$ cat config.mk
export PLATFORM = sky130hd
export DESIGN_NAME = tff_counter_sequencer
export DESIGN_NICKNAME = d
export VERILOG_FILES = /design/src/rtl/tff_counter_sequencer.sv
export SDC_FILE = /design/constraint.sdc
export NUM_CORES = 1
export LEC_CHECK = 0
export BUFFER_PORTS_ARGS = -buffer_cell sky130_fd_sc_hd__buf_2
export CORE_ASPECT_RATIO = 1.2
export CORE_MARGIN = 2
export CORE_UTILIZATION = 29
export CTS_CLUSTER_DIAMETER = 120
export DETAILED_ROUTE_END_ITERATION = 16
export GPL_ROUTABILITY_DRIVEN = 0
export PLACE_DENSITY = 0.47
export SLEW_MARGIN = 20
export SYNTH_ARGS = -nofsm -noshare
export SYNTH_HDL_FRONTEND = slang
export SYNTH_SLANG_ARGS = --single-unit
export TNS_END_PERCENT = 50
$ cat constraint.sdc
create_clock -name clk -period 2.51 [get_ports clk]
set_input_delay 0.251 -clock clk [delete_from_list [all_inputs] [get_ports clk]]
set_output_delay 0.251 -clock clk [all_outputs]
set_load 0.01 [all_outputs]
$ cat src/rtl/tff_counter_sequencer.sv
// ---------------------------------------------------------------------------
// tff_counter_sequencer
//
// Sequences a bank of WIDTH positive-edge T flip-flops as a programmable
// up/down counter with start/stop/pause control, terminal-count detection
// and optional auto-reload. The flip-flop bank only ever updates as
// count <= count ^ t_vec, so loads and reloads are expressed as toggle
// vectors as well.
//
// Ports:
//   clk    - clock, all state updates on the rising edge
//   rst    - asynchronous, active-low reset
//   start  - begin (from IDLE) or resume (from HOLD) counting
//   stop   - pause (from RUN) or abort (from HOLD); wins over start
//   up     - direction, 1 = up 0..limit, 0 = down limit..0 (IDLE start only)
//   auto   - 1 = auto-reload at terminal, 0 = one-shot (IDLE start only)
//   limit  - terminal (up) or initial (down) value (IDLE start only)
//   t_vec  - toggle enables applied to the bank this cycle (combinational)
//   count  - current flip-flop bank value
//   busy   - high in RUN or HOLD
//   done   - one-cycle pulse, one-shot run completed
//   wrap   - one-cycle pulse, auto-reload occurred
// ---------------------------------------------------------------------------
module tff_counter_sequencer #(
   parameter int WIDTH = 8
) (
   input  logic             clk,
   input  logic             rst,
   input  logic             start,
   input  logic             stop,
   input  logic             up,
   input  logic             auto,
   input  logic [WIDTH-1:0] limit,
   output logic [WIDTH-1:0] t_vec,
   output logic [WIDTH-1:0] count,
   output logic             busy,
   output logic             done,
   output logic             wrap
);

   localparam logic [1:0] S_IDLE = 2'd0;
   localparam logic [1:0] S_RUN  = 2'd1;
   localparam logic [1:0] S_HOLD = 2'd2;
   localparam logic [1:0] S_DONE = 2'd3;

   logic [1:0]       state;
   logic [1:0]       state_next;
   logic             up_q;
   logic             auto_q;
   logic [WIDTH-1:0] limit_q;

   logic [WIDTH-1:0] target;
   logic [WIDTH-1:0] init;
   logic [WIDTH-1:0] init_new;
   logic [WIDTH-1:0] count_pat;
   logic [WIDTH-1:0] t_next;
   logic             latch;
   logic             done_next;
   logic             wrap_next;

   // Terminal and reload values from the latched configuration.
   assign target   = up_q ? limit_q : '0;
   assign init     = up_q ? '0 : limit_q;
   // Initial value for a run being started right now, from the live inputs.
   assign init_new = up ? '0 : limit;

   // Counting pattern: bit i toggles when all lower bits are 1 (up) or all
   // lower bits are 0 (down); bit 0 always toggles.
   always_comb begin
      logic run_and;
      count_pat = '0;
      run_and   = 1'b1;
      for (int unsigned i = 0; i < WIDTH; i++) begin
         count_pat[i] = run_and;
         run_and      = run_and & (up_q ? count[i] : ~count[i]);
      end
   end

   // Next-state, toggle vector and pulse decisions.
   always_comb begin
      state_next = state;
      t_next     = '0;
      latch      = 1'b0;
      done_next  = 1'b0;
      wrap_next  = 1'b0;
      case (state)
         S_IDLE: begin
            if (start && !stop) begin
               latch      = 1'b1;
               t_next     = count ^ init_new;
               state_next = S_RUN;
            end
         end
         S_RUN: begin
            // stop takes priority over terminal handling
            if (stop) begin
               state_next = S_HOLD;
            end else if (count == target) begin
               if (auto_q) begin
                  t_next    = count ^ init;
                  wrap_next = 1'b1;
               end else begin
                  state_next = S_DONE;
                  done_next  = 1'b1;
               end
            end else begin
               t_next = count_pat;
            end
         end
         S_HOLD: begin
            if (stop) begin
               state_next = S_IDLE;
            end else if (start) begin
               state_next = S_RUN;
            end
         end
         default: begin
            state_next = S_IDLE;
         end
      endcase
   end

   // Held at zero while reset is asserted so the output clears immediately.
   assign t_vec = rst ? t_next : '0;

   always_ff @(posedge clk or negedge rst) begin
      if (!rst) begin
         state   <= S_IDLE;
         count   <= '0;
         up_q    <= 1'b0;
         auto_q  <= 1'b0;
         limit_q <= '0;
         busy    <= 1'b0;
         done    <= 1'b0;
         wrap    <= 1'b0;
      end else begin
         state <= state_next;
         count <= count ^ t_next;
         busy  <= (state_next == S_RUN) || (state_next == S_HOLD);
         done  <= done_next;
         wrap  <= wrap_next;
         if (latch) begin
            up_q    <= up;
            auto_q  <= auto;
            limit_q <= limit;
         end
      end
   end

endmodule

==> results.cfg <==
[run_status]
status = finished with violations
violations = negative setup slack

[clock_tree]
clock_sinks = 23
clk_pin_slew_worst_paths_ns = 0.10
cts_buffer_depth = 2
worstSkewPairLatency_ns = 0.28
clk_root_buffer_cell = clkbuf_8
numCtsBuffers = 3
h-tree-depth = 1
cts_tree = built

[global_route]
grt_pass1_wl_um = 9130
grt.overflow.total = 0
grt_max_degree = 22
first_global_vias = 1805
grt_usage = 0.166
antenna_found_initial = 0

[worst_setup_path]
crit_top_cell = a2111o_1
max_stage_delay_ns = 0.44
critPathKind = reg -> out
rrSetupSlack_ns = 0.11
cp_top_family = compound AO/OA/AOI/OAI gates
cp.required_ns = 2.26
worst-path-max-fanout = 7
start_kind = flip-flop
crit_chain = nor2b_4 -> a2111o_1 -> a2111o_1 -> or3_4 -> inv_8 -> nand2_4 -> a211oi_2 -> buf_2
cp.arrival_ns = 2.45
crit_buf_inv = 2
end_kind = primary output
slowest_stage = or3_4

[timing]
setup_viol = 8
finalHoldViolations = 0
maxSlewViolCount = 0
slew_headroom = 0.578
timing.fmax_mhz = 370
postLayoutSetupSlackWorst_ns = -0.195
worst-slew-pin-transition_ns = 0.632
finClkSkew_ns = 0.0144
fin_crit_ns = 2.70
tns_ns = -1.07
rsz0062_at_grt = yes
holdWs_ns = 0.0115
period_share = 1.08

[detailed_routing]
ant_nets = 0
drc = 0
via_per_inst = 5.12
wl_per_cell_um = 16.0
dr.pass1.iters = 5
drt-initial-drc-count = 66
vias = 1813
routed_wl_um = 5670

[die]
rows = 31
core_area_um2 = 6050
dieArea_um2 = 6930
initial_core_util = 0.301
ios = 33
die_h_um = 90.8
die_w_um = 76.4

[cells_and_area]
drive_above_1_share = 0.309
num_antenna_cells = 0
syn2layout_area_growth_pct = 28.4
fin_nets = 287
final_area_um2 = 2340

[min_path]
hold_path.class = in -> async

[placement]
hpwl_um = 4260
place_area_um2 = 2220
portBuffers = 32

[synth]
avgSynthCellArea_um2 = 8.36
ys_dominant_reg_cell = dfrtp_1
yosysWarnings = 0
ys_seq_area_frac = 0.316
netlist_area_um2 = 1820
synthArstFlopShare = 1.00
syn_inst = 218
ys_types = 52
synth_edf_count = 0
synth_seq_cells = 23
synth_nets = 232

[power_and_ir_drop]
pwr_density_cell_nw_per_um2 = 868
leakage_nw = 1.06
peakVddDrop_mv = 0.325

[run]
maxCapViolCount = 0
## layout by cell type (no fill, tap or decap), types with 3 or more instances in the layout
cell type / netlist / layout
nand2_1: 31 / 30
nor3_1: 5 / 5
a2111o_1: 3 / 3
nor2b_1: 16 / 16
nand3b_1: 3 / 3
dfrtp_1: 23 / 23
xnor2_1: 9 / 9
o21ai_0: 6 / 5
buf_4: 1 / 33
a21oi_1: 8 / 8
inv_1: 5 / 5
xor2_1: 6 / 6
buf_2: 3 / 32
mux2i_1: 7 / 7
clkbuf_8: 0 / 3
or3_1: 5 / 3
o21a_1: 3 / 3
nand2b_1: 12 / 12
nor2_1: 17 / 17
o22ai_1: 4 / 4
a221oi_1: 3 / 3
## path summary, 6_finish.rpt
check	startpoint	endpoint	depth (start not counted)
min	rst	limit_q[5]	2
max	count[0]	t_vec[2]	8
min reg2reg	limit_q[6]	limit_q[6]	2
max reg2reg	count[0]	count[4]	9
min in group clk	auto	auto_q	3
max in group asynchronous	rst	count[2]	2
## flip-flops by register name, indices dropped and copies added, names as in the netlist
signal and count:
limit_q 8, wrap 1, done 1, up_q 1
busy 1, state 2, count 8, auto_q 1
## final cells by class
class / instances / area [um^2]
clock buffers: 3 / 41.3
clock inverters: 1 / 5.00
fillers: 663 / 3710
inverters: 6 / 30.0
multi-input cells: 173 / 1170
flip-flops and latches: 23 / 576
well taps: 82 / 103
repair buffers: 66 / 418
## metal layers
| metal | wire length, um | part of all wire | vias to the layer above | track usage |
|---|---|---|---|---|
| met5 | 0 | 0 | - | 0 |
| met4 | 119 | 0.021 | 0 | 0.0591 |
| met3 | 157 | 0.028 | 8 | 0.0190 |
| met2 | 2930 | 0.52 | 37 | 0.293 |
| met1 | 2470 | 0.43 | 881 | 0.208 |
| li1 | - | - | 887 | - |
## cells by family after synthesis
family	Yosys count	synth area share
buffers and inverters	22	0.0694
AND/OR/NAND/NOR	101	0.284
flip-flops	23	0.316
AO/OA/AOI/OAI	50	0.220
XOR/XNOR	15	0.0721
multiplexers	7	0.0385
## cell usage after synthesis (2+ instances only)
master / n / share of area
xnor2_1: 9 / 0.043
nand2_1: 31 / 0.064
nand3b_1: 3 / 0.012
o21a_1: 3 / 0.012
o22ai_1: 4 / 0.014
nor3_1: 5 / 0.014
buf_6: 2 / 0.012
o32ai_1: 2 / 0.0096
or3_1: 5 / 0.017
nand3_1: 2 / 0.0055
xor2_1: 6 / 0.029
nand2b_1: 12 / 0.041
a211oi_1: 2 / 0.0082
a221oi_1: 3 / 0.014
o2111ai_1: 2 / 0.0096
dfrtp_1: 23 / 0.32
nor2b_1: 16 / 0.055
inv_1: 5 / 0.010
o21ai_0: 6 / 0.016
a21oi_1: 8 / 0.022
a2111o_1: 3 / 0.019
clkbuf_1: 9 / 0.019
buf_2: 3 / 0.0082
o311a_1: 2 / 0.011
mux2i_1: 7 / 0.038
nor2_1: 17 / 0.035
nor4_1: 2 / 0.0069
a32o_1: 2 / 0.011
## power breakdown
group,total [mW],leakage [nW],switching [mW],internal (mW)
Clock,0.250,0.0255,0.138,0.111
Combinational,1.20,0.745,0.635,0.569
Sequential,0.577,0.288,0.104,0.473
Total,2.03,1.06,0.877,1.15
## through the flow
step | util | std cells | setup slack, ns | total power, mW
6_report | 0.386 | 354 | -0.195 | 2.03
5_1_grt | 0.386 | 354 | -0.286 | 2.17
4_1_cts | 0.384 | 354 | -0.228 | 2.03
3_5_place_dp | 0.367 | 346 | -0.0337 | 1.74
3_3_place_gp | 0.367 | 346 | -0.0370 | 1.74
2_1_floorplan | - | 218 | -0.0767 | 1.31
## repair_timing
action,4_1_cts,5_1_grt
hold endpoints to repair,13,0
hold buffers,1,0
setup buffers,3,0
resized for setup,6,3
endpoints found under the setup margin,8,8
pin swaps,4,4
Note: power is estimated with default switching activity, not from simulation.
